**src/rtl/sa_cache_mem_ctrl_if.sv**
```systemverilog
// ----------------------------------------------------------------------------
// sa_cache_mem_ctrl_if
// Single req/ack memory port used by sa_cache_mem_ctrl.
//   mem_req   : request valid, held until mem_ack
//   mem_we    : 1 = write (writeback), 0 = read (fill)
//   mem_addr  : line address, offset bits [5:0] always zero
//   mem_wdata : writeback data
//   mem_ack   : memory accepts/completes the current request
//   mem_rdata : fill data, valid with mem_ack on a read
// Modports: master (controller side), slave (memory side).
// ----------------------------------------------------------------------------
interface sa_cache_mem_ctrl_if;
    logic        mem_req;
    logic        mem_we;
    logic [31:0] mem_addr;
    logic [31:0] mem_wdata;
    logic        mem_ack;
    logic [31:0] mem_rdata;

    modport master (
        output mem_req,
        output mem_we,
        output mem_addr,
        output mem_wdata,
        input  mem_ack,
        input  mem_rdata
    );

    modport slave (
        input  mem_req,
        input  mem_we,
        input  mem_addr,
        input  mem_wdata,
        output mem_ack,
        output mem_rdata
    );
endinterface

```
**src/rtl/sa_cache_mem_ctrl.sv**
```systemverilog
// ----------------------------------------------------------------------------
// sa_cache_mem_ctrl
// Miss/eviction controller downstream of sa_cache. Services one miss at a
// time: optional dirty-victim writeback, one idle gap cycle, line fill, then a
// one-cycle response pulse carrying the fetched line back to the cache.
//
// Ports:
//   clk, rst            : clock, asynchronous active-high reset
//   cache_miss          : miss level from the cache
//   i_miss_addr         : address of the missing access
//   i_evict             : victim is dirty (qualified by cache_miss)
//   i_evict_addr/_data  : victim line address and data
//   o_memory_line       : fill data returned to the cache (held until next fill)
//   o_memory_response   : one-cycle fill-done pulse
//   o_busy              : controller not idle
//   o_err               : sticky timeout flag
//   mem                 : req/ack memory port (sa_cache_mem_ctrl_if.master)
//
// Build option: define SA_CACHE_MEM_CTRL_TIMEOUT_EN to abort memory requests
// left unacknowledged for TIMEOUT_CYCLES cycles. Otherwise the controller waits
// indefinitely and o_err is tied low.
// ----------------------------------------------------------------------------
module sa_cache_mem_ctrl #(
    parameter int unsigned TIMEOUT_CYCLES = 64,
    parameter logic [31:0] ERR_LINE       = 32'hDEAD_BEEF
) (
    input  logic                       clk,
    input  logic                       rst,
    input  logic                       cache_miss,
    input  logic [31:0]                i_miss_addr,
    input  logic                       i_evict,
    input  logic [31:0]                i_evict_addr,
    input  logic [31:0]                i_evict_data,
    output logic [31:0]                o_memory_line,
    output logic                       o_memory_response,
    output logic                       o_busy,
    output logic                       o_err,
    sa_cache_mem_ctrl_if.master        mem
);

    typedef enum logic [2:0] {
        StIdle,
        StWb,
        StGap,
        StFill,
        StResp
    } state_e;

    localparam logic [31:0] LineMask = 32'hFFFF_FFC0;

    state_e      state_q, state_d;
    logic [31:0] miss_addr_q, miss_addr_d;
    logic [31:0] evict_addr_q, evict_addr_d;
    logic [31:0] evict_data_q, evict_data_d;
    logic [31:0] line_q, line_d;
    logic        timeout;

`ifdef SA_CACHE_MEM_CTRL_TIMEOUT_EN
    localparam int unsigned CntW = $clog2(TIMEOUT_CYCLES + 1);

    logic [CntW-1:0] cnt_q, cnt_d;
    logic            err_q, err_d;
    logic            waiting;

    assign waiting = ((state_q == StWb) || (state_q == StFill)) && !mem.mem_ack;
    // Fires on the last allowed cycle so mem_req is high for exactly TIMEOUT_CYCLES.
    assign timeout = waiting && (cnt_q == CntW'(TIMEOUT_CYCLES - 1));

    // Counter falls back to zero whenever not waiting, which clears it on every
    // state entry.
    always_comb begin
        cnt_d = '0;
        err_d = err_q;
        if (timeout) begin
            err_d = 1'b1;
        end else if (waiting) begin
            cnt_d = cnt_q + 1'b1;
        end
    end

    always_ff @(posedge clk or posedge rst) begin
        if (rst) begin
            cnt_q <= '0;
            err_q <= 1'b0;
        end else begin
            cnt_q <= cnt_d;
            err_q <= err_d;
        end
    end

    assign o_err = err_q;
`else
    logic unused_timeout;

    assign timeout        = 1'b0;
    assign o_err          = 1'b0;
    assign unused_timeout = ^TIMEOUT_CYCLES;
`endif

    always_comb begin
        state_d      = state_q;
        miss_addr_d  = miss_addr_q;
        evict_addr_d = evict_addr_q;
        evict_data_d = evict_data_q;
        line_d       = line_q;
        unique case (state_q)
            StIdle: begin
                if (cache_miss) begin
                    miss_addr_d = i_miss_addr & LineMask;
                    if (i_evict) begin
                        evict_addr_d = i_evict_addr & LineMask;
                        evict_data_d = i_evict_data;
                        state_d      = StWb;
                    end else begin
                        state_d = StFill;
                    end
                end
            end
            StWb: begin
                // A timed-out writeback is abandoned; the fill still proceeds.
                if (mem.mem_ack || timeout) begin
                    state_d = StGap;
                end
            end
            StGap: begin
                state_d = StFill;
            end
            StFill: begin
                if (mem.mem_ack) begin
                    line_d  = mem.mem_rdata;
                    state_d = StResp;
                end else if (timeout) begin
                    line_d  = ERR_LINE;
                    state_d = StResp;
                end
            end
            StResp: begin
                state_d = StIdle;
            end
            default: begin
                state_d = StIdle;
            end
        endcase
    end

    always_ff @(posedge clk or posedge rst) begin
        if (rst) begin
            state_q      <= StIdle;
            miss_addr_q  <= '0;
            evict_addr_q <= '0;
            evict_data_q <= '0;
            line_q       <= '0;
        end else begin
            state_q      <= state_d;
            miss_addr_q  <= miss_addr_d;
            evict_addr_q <= evict_addr_d;
            evict_data_q <= evict_data_d;
            line_q       <= line_d;
        end
    end

    // Request fields come straight from latched registers, so they cannot move
    // while a request is pending.
    always_comb begin
        mem.mem_req   = (state_q == StWb) || (state_q == StFill);
        mem.mem_we    = (state_q == StWb);
        mem.mem_addr  = '0;
        mem.mem_wdata = '0;
        if (state_q == StWb) begin
            mem.mem_addr  = evict_addr_q;
            mem.mem_wdata = evict_data_q;
        end else if (state_q == StFill) begin
            mem.mem_addr = miss_addr_q;
        end
    end

    assign o_memory_line     = line_q;
    assign o_memory_response = (state_q == StResp);
    assign o_busy            = (state_q != StIdle);

endmodule

```
**src/flat_wrapper.sv**
```systemverilog
// flat-port wrapper written by rule: the top's interface ports become plain ports
module sa_cache_mem_ctrl_flat 
#(
    parameter int unsigned TIMEOUT_CYCLES = 64,
    parameter logic [31:0] ERR_LINE       = 32'hDEAD_BEEF
)
  (clk, rst, cache_miss, i_miss_addr, i_evict, i_evict_addr, i_evict_data, o_memory_line, o_memory_response, o_busy, o_err, mem_mem_req, mem_mem_we, mem_mem_addr, mem_mem_wdata, mem_mem_ack, mem_mem_rdata);
  sa_cache_mem_ctrl_if mem_i ();
  input  logic clk;
  input  logic rst;
  input  logic cache_miss;
  input  logic [31:0] i_miss_addr;
  input  logic i_evict;
  input  logic [31:0] i_evict_addr;
  input  logic [31:0] i_evict_data;
  output logic [31:0] o_memory_line;
  output logic o_memory_response;
  output logic o_busy;
  output logic o_err;
  output wire logic [$bits(mem_i.mem_req)-1:0] mem_mem_req;
  output wire logic [$bits(mem_i.mem_we)-1:0] mem_mem_we;
  output wire logic [$bits(mem_i.mem_addr)-1:0] mem_mem_addr;
  output wire logic [$bits(mem_i.mem_wdata)-1:0] mem_mem_wdata;
  input wire logic [$bits(mem_i.mem_ack)-1:0] mem_mem_ack;
  input wire logic [$bits(mem_i.mem_rdata)-1:0] mem_mem_rdata;
  assign mem_mem_req = mem_i.mem_req;
  assign mem_mem_we = mem_i.mem_we;
  assign mem_mem_addr = mem_i.mem_addr;
  assign mem_mem_wdata = mem_i.mem_wdata;
  assign mem_i.mem_ack = mem_mem_ack;
  assign mem_i.mem_rdata = mem_mem_rdata;
  sa_cache_mem_ctrl #(.TIMEOUT_CYCLES(TIMEOUT_CYCLES), .ERR_LINE(ERR_LINE)) u_core (.clk(clk), .rst(rst), .cache_miss(cache_miss), .i_miss_addr(i_miss_addr), .i_evict(i_evict), .i_evict_addr(i_evict_addr), .i_evict_data(i_evict_data), .o_memory_line(o_memory_line), .o_memory_response(o_memory_response), .o_busy(o_busy), .o_err(o_err), .mem(mem_i));
endmodule
```
**config.mk**
```make
export PLATFORM = sky130hd
export DESIGN_NAME = sa_cache_mem_ctrl_flat
export DESIGN_NICKNAME = d
export VERILOG_FILES = /design/src/rtl/sa_cache_mem_ctrl_if.sv /design/src/rtl/sa_cache_mem_ctrl.sv /design/src/flat_wrapper.sv
export SDC_FILE = /design/constraint.sdc
export NUM_CORES = 1
export LEC_CHECK = 0
export BUFFER_PORTS_ARGS = -buffer_cell sky130_fd_sc_hd__buf_2
export CAP_MARGIN = 40
export CORE_MARGIN = 5
export CORE_UTILIZATION = 25
export DETAILED_ROUTE_END_ITERATION = 10
export PLACE_DENSITY = 0.52
export SYNTH_ARGS = -nofsm -noshare
export SYNTH_HDL_FRONTEND = slang
export SYNTH_SLANG_ARGS = --single-unit
export TNS_END_PERCENT = 20
```
**constraint.sdc**
```tcl
create_clock -name clk -period 3.8 [get_ports clk]
set_input_delay 0.19 -clock clk [delete_from_list [all_inputs] [get_ports clk]]
set_output_delay 0.19 -clock clk [all_outputs]
set_load 0.005 [all_outputs]
```
==> out/results.ini <==
[global_routing]
grt_pass1_wl_mm=22.4
grt_use_total=0.119
grt_max_degree=57
grt_pass1_vias=4384
grt-ovfl-total=0
antenna_found_initial=1

[final_layout]
stdcell_count=928
synthToLayoutAreaGrowth_pct=49.8
fillerInstances=1979
drive_gt1_frac=0.542
layout.nets=777
fin_area_um2=7650

[critical_path]
slowest_stage=dfrtp_1
crit_buf_inv=3
worstPathRequired_ps=3610
crit_family=buffers and inverters
crit_path_start_kind=flip-flop
worstSetupPathType=flip-flop to output port
cp_max_fo=33
endpoint_kind=output port
crit_path_cell_trace=nand2b_1 -> buf_4 -> nor2_1 -> buf_4 -> and2_1 -> buf_2
max_stage_delay_ps=440
arrival_ps=1990
crit_top_cell=buf_4

[clock_tree]
clock_sinks=119
cts_resized=0
cts_setup_buffers=0
cts_root_buf=clkbuf_16
cts.clk_slew.worst_paths_ps=50
cts_htree_levels=4
clk_latency_ps=400
cts_buffers=17
hold_buffers=59
cts_buffer_depth=2
cts_tree=built

[drt]
met1Wirelength_mm=5.56
vias=3828
initialDrtViolationCount=67
drt-pass1-iter-count=4
route.met3.wl_um=954
detail_route.drc_violations=0
viasPerCell=4.13
wire_per_inst_um=14.6
dr_wl_met2_mm=6.72
wirelength_mm=13.6
top_layer_used=met4
ant_nets=0

[flow_run]
max_cap_violations=0

[synthesis]
synth_area_um2=5110
syn_area_per_cell_um2=14.0
synthCells=364
synth_seq_area_share=0.583
synth_seq_cells=119
ys_types=22
yosysWarnings=0

[timing]
finalSetupViolations=0
rsz0062_at_grt=no
drv_slew=0
maxSlewHeadroom=0.531
tightest_slew_ps=703
layout_min_cycle_time_ps=2180
post-route-period-util=0.574
finClkSkew_ps=5.64
setup_tns_ps=0
clock.fmax_mhz=459
hold_violations=0

[floorplanning]
start_util=0.253
boundaryPins=234
rows=52
die-area_um2=23400
fp.dieW_um=153
core-area_um2=20200
dieHeight_um=153

[hold_path]
worstHoldPathType=input port to flip-flop

[place]
dpl.hpwl_mm=9.66
placed_cell_area_um2=6490
numPortBuffers=214
globalplace.congestion=0.732
place_inst=836

[power]
ir_drop_mv=0.283
p_per_area_nw_per_um2=767
p_leak_uw=0.00380

[status]
status=finished, final reports clean

[worst register-to-register path: cells and delay by family (launching register included)]
kind / cells / cell delay, ps
multiplexers: 1 / 320
flip-flops: 1 / 520
AND/OR/NAND/NOR: 2 / 610
buffers and inverters: 2 / 540
[cell usage after synthesis]
cell type / instances / area share
dfrtp_1: 119 / 0.58
mux2_2: 96 / 0.21
or3_1: 1 / 0.0012
nand2_2: 1 / 0.0012
nor2_1: 28 / 0.021
buf_2: 8 / 0.0078
buf_1: 3 / 0.0022
nor4b_4: 1 / 0.0047
and2_1: 33 / 0.040
inv_1: 3 / 0.0022
conb_1: 1 / 0.00073
xnor2_1: 1 / 0.0017
a221oi_1: 1 / 0.0017
mux2_1: 20 / 0.044
clkbuf_1: 8 / 0.0059
a211oi_1: 1 / 0.0015
mux2i_1: 26 / 0.051
nand3_1: 1 / 0.00098
nor3_1: 1 / 0.00098
buf_6: 2 / 0.0044
nand2b_1: 2 / 0.0024
buf_4: 7 / 0.010
[worst paths after layout]
path	startpoint	to	slack, ps	depth (start not counted)
setup / recovery	u_core.state_q[2]	mem_mem_wdata[29]	1620	6
hold / removal	i_evict_addr[26]	u_core.evict_addr_q[26]	20	2
setup reg to reg	u_core.state_q[1]	u_core.evict_addr_q[25]	1690	5
hold reg to reg	u_core.evict_data_q[18]	u_core.evict_data_q[18]	480	1
max in group asynchronous	rst	u_core.o_memory_line[6]	2310	4
min in group asynchronous	rst	u_core.o_memory_line[24]	460	3
[layout make-up]
cell class / instances / area, um^2 / share of cell area
Sequential cell: 119 / 2980 / 0.389
Multi-Input combinational cell: 220 / 1990 / 0.260
Timing Repair Buffer: 283 / 1760 / 0.230
Clock buffer: 20 / 467 / 0.0610
Tap cell: 270 / 338 / 0.0441
Clock inverter: 12 / 103 / 0.0134
Inverter: 3 / 13.8 / 0.00180
Antenna cell: 1 / 2.50 / 0.000327
[state kept, by name, summed over array words and instances, names as in the netlist]
register	cells
u_core.miss_addr_q	26
u_core.evict_addr_q	26
u_core.state_q	3
u_core.evict_data_q	32
u_core.o_memory_line	32
[layer usage]
| layer | global-route usage | vias to the layer above |
|---|---|---|
| li1 | - | 1802 |
| met1 | 0.136 | 1865 |
| met2 | 0.201 | 137 |
| met3 | 0.0452 | 24 |
| met4 | 0.0484 | 0 |
| met5 | 0 | - |
[through the flow]
step	utilization	hold WS [ps]	total power, uW	setup slack, ps
finish	0.380	20.6	5870	1620
global route	0.380	0.110	6320	1470
CTS	0.379	0.0517	6010	1540
detailed placement	0.322	368	4400	1660
global placement	0.320	357	4300	1440
floorplan	-	289	3490	453
[where the power goes]
group / internal, uW / switching, uW / total, uW
clock: 946 / 574 / 1520
combinational: 1210 / 903 / 2110
sequential: 1910 / 330 / 2240
[cell families after synthesis]
| logic type | count (synthesis) | synth area share |
|---|---|---|
| other cells | 1 | 0.000734 |
| buf+inv | 31 | 0.0328 |
| compound gates | 2 | 0.00318 |
| simple gates | 68 | 0.0725 |
| mux | 142 | 0.306 |
| flops | 119 | 0.583 |
| xor+xnor | 1 | 0.00171 |
[cells in the final DEF, fill, tap and decap left out, types with 2 or more instances in the layout]
master / count
clkbuf_8: 3
clkinv_2: 5
dlygate4sd3_1: 59
mux2_1: 20
clkbuf_16: 17
conb_1: 7
mux2_2: 96
nand2b_1: 2
buf_2: 214
buf_4: 8
inv_1: 2
and2_1: 33
clkinv_4: 2
dfrtp_1: 118
clkinvlp_4: 4
nor2_1: 28
mux2i_1: 26
Note: power is estimated with default switching activity, not from simulation.
